===== src/rtl/imem_loader.sv =====
// Program loader: assembles a little-endian byte stream into 32-bit words,
// writes them to consecutive instruction-memory words, then releases the core.
module imem_loader #(
  parameter int ADDRESS_WIDTH = 32,
  parameter int INSTR_WIDTH   = 32,
  parameter int MAX_WORDS     = 256
) (
  input  logic                     CLK,
  input  logic                     rst,
  input  logic                     start,
  input  logic [15:0]              word_count,
  input  logic [7:0]               byte_in,
  input  logic                     byte_valid,
  output logic                     byte_ready,
  output logic                     imem_we,
  output logic [ADDRESS_WIDTH-1:0] imem_addr,
  output logic [INSTR_WIDTH-1:0]   imem_wdata,
  output logic                     cpu_rst,
  output logic                     busy,
  output logic                     done,
  output logic                     err
);

  localparam logic [2:0] S_IDLE    = 3'd0;
  localparam logic [2:0] S_COLLECT = 3'd1;
  localparam logic [2:0] S_WRITE   = 3'd2;
  localparam logic [2:0] S_DONE    = 3'd3;
  localparam logic [2:0] S_ERROR   = 3'd4;

  logic [2:0]             state_q, state_d;
  logic [15:0]            count_q, count_d;
  logic [15:0]            word_idx_q, word_idx_d;
  logic [1:0]             byte_idx_q, byte_idx_d;
  logic [INSTR_WIDTH-1:0] wbuf_q, wbuf_d;
  logic [17:0]            addr_s;

  function automatic logic len_ok(input logic [15:0] wc);
    return (wc != 16'd0) && (wc <= 16'(MAX_WORDS));
  endfunction

  // Next-state and datapath update
  always_comb begin
    state_d    = state_q;
    count_d    = count_q;
    word_idx_d = word_idx_q;
    byte_idx_d = byte_idx_q;
    wbuf_d     = wbuf_q;
    case (state_q)
      S_IDLE, S_DONE, S_ERROR: begin
        if (start) begin
          if (len_ok(word_count)) begin
            count_d    = word_count;
            word_idx_d = 16'd0;
            byte_idx_d = 2'd0;
            state_d    = S_COLLECT;
          end else begin
            state_d = S_ERROR;
          end
        end else begin
          state_d = state_q;
        end
      end
      S_COLLECT: begin
        if (byte_valid) begin
          case (byte_idx_q)
            2'd0:    wbuf_d[7:0]   = byte_in;
            2'd1:    wbuf_d[15:8]  = byte_in;
            2'd2:    wbuf_d[23:16] = byte_in;
            2'd3:    wbuf_d[31:24] = byte_in;
            default: wbuf_d        = wbuf_q;
          endcase
          byte_idx_d = byte_idx_q + 2'd1;
          if (byte_idx_q == 2'd3) begin
            state_d = S_WRITE;
          end else begin
            state_d = S_COLLECT;
          end
        end else begin
          state_d = state_q;
        end
      end
      S_WRITE: begin
        // Write happens this cycle; the index advances on the closing edge.
        word_idx_d = word_idx_q + 16'd1;
        byte_idx_d = 2'd0;
        if (word_idx_d == count_q) begin
          state_d = S_DONE;
        end else begin
          state_d = S_COLLECT;
        end
      end
      default: begin
        state_d = S_IDLE;
      end
    endcase
  end

  // State and datapath registers
  always_ff @(posedge CLK or posedge rst) begin
    if (rst) begin
      state_q    <= S_IDLE;
      count_q    <= 16'd0;
      word_idx_q <= 16'd0;
      byte_idx_q <= 2'd0;
      wbuf_q     <= '0;
    end else begin
      state_q    <= state_d;
      count_q    <= count_d;
      word_idx_q <= word_idx_d;
      byte_idx_q <= byte_idx_d;
      wbuf_q     <= wbuf_d;
    end
  end

  // Outputs decode only registered state, so an async reset drops imem_we at once.
  assign addr_s     = {word_idx_q, 2'b00};
  assign imem_addr  = ADDRESS_WIDTH'(addr_s);
  assign imem_wdata = wbuf_q;
  assign byte_ready = (state_q == S_COLLECT);
  assign imem_we    = (state_q == S_WRITE);
  assign busy       = (state_q == S_COLLECT) || (state_q == S_WRITE);
  assign done       = (state_q == S_DONE);
  assign err        = (state_q == S_ERROR);
  assign cpu_rst    = (state_q != S_DONE);

endmodule

===== config.mk =====
export PLATFORM = sky130hd
export DESIGN_NAME = imem_loader
export DESIGN_NICKNAME = d
export VERILOG_FILES = /design/src/rtl/imem_loader.sv
export SDC_FILE = /design/constraint.sdc
export NUM_CORES = 1
export LEC_CHECK = 0
export ABC_AREA = 1
export BUFFER_PORTS_ARGS = -buffer_cell sky130_fd_sc_hd__buf_2
export CAP_MARGIN = 0
export CORE_ASPECT_RATIO = 0.6
export CORE_MARGIN = 2
export CORE_UTILIZATION = 25
export CTS_CLUSTER_DIAMETER = 150
export DETAILED_ROUTE_END_ITERATION = 12
export SETUP_SLACK_MARGIN = 0.02
export SLEW_MARGIN = 10
export SYNTH_ARGS = -nofsm -noshare
export SYNTH_HDL_FRONTEND = slang
export SYNTH_SLANG_ARGS = --single-unit

===== constraint.sdc =====
create_clock -name CLK -period 2.4 [get_ports CLK]
set_clock_uncertainty 0.05 [all_clocks]
set_input_delay 0.48 -clock CLK [delete_from_list [all_inputs] [get_ports CLK]]
set_output_delay 0.48 -clock CLK [all_outputs]
set_load 0.005 [all_outputs]

==> results.yml <==
outcome:
  status: "finished, final reports clean"
setup_path:
  startpoint: "state_q[1]"
  worstPathMaxFanout: 12
  cp_top_family: "buffers and inverters"
  reg2reg_setup_slack_ns: 0.38
  crit_type: "register to primary output"
  critPathSlowestCell: "dfrtp_1"
  reg2reg_depth: 15
  endpoint: "busy"
  r2r_start: "word_idx_q[1]"
  r2r_end: "state_q[1]"
  crit_required_ns: 1.87
  worstSetupStartpointType: "register"
  path_depth: 5
  worstPathCellList: "inv_2 -> nor3_4 -> inv_1 -> nand2_1 -> buf_2"
  crit_path_end_kind: "primary output"
  cp.arrival_ns: 1.57
  cp_num_buf_inv: 3
  cp_slowest_stage_delay_ns: 0.45
die:
  die_h_um: 97.3
  start_util: 0.253
  coreArea_mm2: 0.0143
  die_x_um: 160
  dieArea_mm2: 0.0155
  rows: 34
  io_pins: 98
placement:
  hpwl_mm: 7.05
  port_buffers: 81
  placed_cells: 724
  placed_area_mm2: 0.00421
  routabilityCongestion: 0.814
clock_tree:
  ctsResizeCount: 0
  postCtsSetupBuffers: 0
  path_clk_slew_ns: 0.05
  clock_latency_ns: 0.33
  cts.sinks: 69
  htreeDepth: 3
  cts_buffer_depth: 2
  cts_made_buffers: 9
  tritoncts: "yes"
  ctsRootBufferMaster: "clkbuf_16"
  postCtsHoldBufs: 0
pwr:
  p_leak_nw: 2.46
  pwr-share-seq: 0.356
  vdd_drop_max_v: 0.000289
  clkPwrFrac: 0.300
  pwr-share-comb: 0.344
  switchingPower_mw: 1.53
  p_total_mw: 4.24
  power_density_mw_per_mm2: 946
  p_int_mw: 2.72
  p_sw_frac: 0.359
synthesis:
  synth-compound-area-share: 0.102
  syn_avg_cell_area_um2: 8.05
  synth_xor_area_frac: 0.0272
  synth.area.top_cells: "dfrtp_1 48%, nand2_1 13%, o21ai_0 6.6%"
  synth-seq-cells: 69
  synth_area_leader_cell: "dfrtp_1"
  yosysUniqueCellTypes: 34
  synth_edf_count: 0
  synthFlopType: "dfrtp_1"
  yosys.area_share.simple: 0.266
  yosysSeqAreaShare: 0.476
  synth_top_family_by_area: "simple AND/OR/NAND/NOR gates"
  muxShareOfSynthArea: 0
  yosysTopAreaCellShare: 0.476
  synth-adder-area-share: 0.0172
  ys_warn_count: 0
  async_reset_ff_frac: 1.00
  syn_inst: 451
  syn_area_mm2: 0.00363
cells_and_area:
  syn2layout_area_growth_pct: 23.6
  drive_above_1_share: 0.227
  nets: 570
  fin_cells: 739
  regArea_mm2: 0.00173
  fin_util: 0.313
  fin_area_mm2: 0.00449
  n_fill_cell: 1562
  multi_input_area_mm2: 0.00156
  antennaDiodeCount: 0
drt:
  drt_iter0_drc: 208
  antenna_left: 0
  vias: 3090
  routed_via_density: 4.18
  wirelength_mm: 9.37
  firstDrtPassIters: 4
  wl_met2_mm: 3.50
  wl_per_cell_um: 12.7
  met1_length_mm: 5.15
  remaining_drc_errors: 0
  wl_met3_um: 605
  highest_layer: "met4"
global_routing:
  grt_usage: 0.124
  grt-ovfl-total: 0
  grt_pass1_vias: 2761
  antenna_found_initial: 0
  grt_pass1_wl_mm: 15.0
  grt_start_max_net_pins: 70
hold_path:
  hold_class: "primary input to asynchronous set/reset pin"
sta:
  setup_viol: 0
  slew_viol_final: 0
  timing.final.crit_share: 0.876
  final_hold_viol_count: 0
  rsz0062_at_grt: "no"
  clock.fmax_mhz: 476
  final.setup.tns_ns: 0
  min_period_ns: 2.10
run:
  cap_violations: 0
## sequential cells by signal (all words and copies together), names as in the netlist
| signal | count |
|---|---|
| byte_idx_q | 2 |
| state_q | 3 |
| word_idx_q | 16 |
| imem_wdata | 32 |
| count_q | 16 |
## kinds of logic (layout without fill, tap and decap cells)
kind of cell	count (synthesis)	in the layout
simple gates	210	210
compound gates	70	70
flops	69	69
other cells	1	16
fa+ha+maj	5	5
xor+xnor	8	8
buf+inv	88	163
## cell type report
type	count	area share
clock buffers	13	0.0535
repair buffers	84	0.0982
clock inverters	2	0.00781
inverters	64	0.0535
well taps	198	0.0552
flip-flops and latches	69	0.385
multi-input cells	309	0.347
## cells in the final DEF (no fill, tap or decap), drive strengths merged, types with 2 or more instances in the layout
cell type and n:
nand2 129, nand3b 4, nor2 34, conb 16, clkbuf 13, a21oi 2
xnor2 2, o21ai 58, xor2 4, ha 5, nand4 9, dfrtp 69
or2 2, nor3 4, o22ai 8, inv 64, nand3 28, buf 84
## synth_stat cells (all sizes together), types with 2 or more instances
master	number
nand2	129
dfrtp	69
inv	64
o21ai	58
nor2	34
nand3	28
buf	21
nand4	9
o22ai	8
ha	5
nand3b	4
nor3	4
xor2	4
clkbuf	3
a21oi	2
or2	2
xnor2	2
## power groups by stage
stage | registers [mW] | logic [mW] | clock network (mW)
6_report | 1.51 | 1.46 | 1.27
3_5_place_dp | 1.53 | 1.44 | 0
3_3_place_gp | 1.53 | 1.44 | 0
4_1_cts | 1.51 | 1.45 | 1.30
2_1_floorplan | 1.52 | 0.993 | 0
5_1_grt | 1.54 | 1.65 | 1.35
## tightest hold or removal path, delay by kind of cell
kind	cells	cell delay [ns]
buffers and inverters	3	0.46
## through the flow
step	setup slack (ns)	hold slack, ns
after floorplan	0.130	0.388
after global placement	0.230	0.409
after detailed placement	0.236	0.410
after CTS	0.275	0.204
after global routing	0.0704	0.230
final	0.297	0.172
## layer usage
metal / vias to the layer above / track usage
met5: - / 0
met4: 0 / 0.0378
met3: 7 / 0.0324
met2: 95 / 0.154
met1: 1412 / 0.200
li1: 1576 / -
## worst min path at each step
stage                start              to  slack [ns]  cells past startpoint
2_1_floorplan  count_q[13]     count_q[13]        0.39                      2
6_report               rst  imem_wdata[18]        0.17                      3
5_1_grt                rst  imem_wdata[21]        0.23                      3
4_1_cts                rst   word_idx_q[5]        0.20                      3
3_5_place_dp   count_q[11]     count_q[11]        0.41                      2
3_3_place_gp   count_q[11]     count_q[11]        0.41                      2
(Power assumes the default switching activity.)
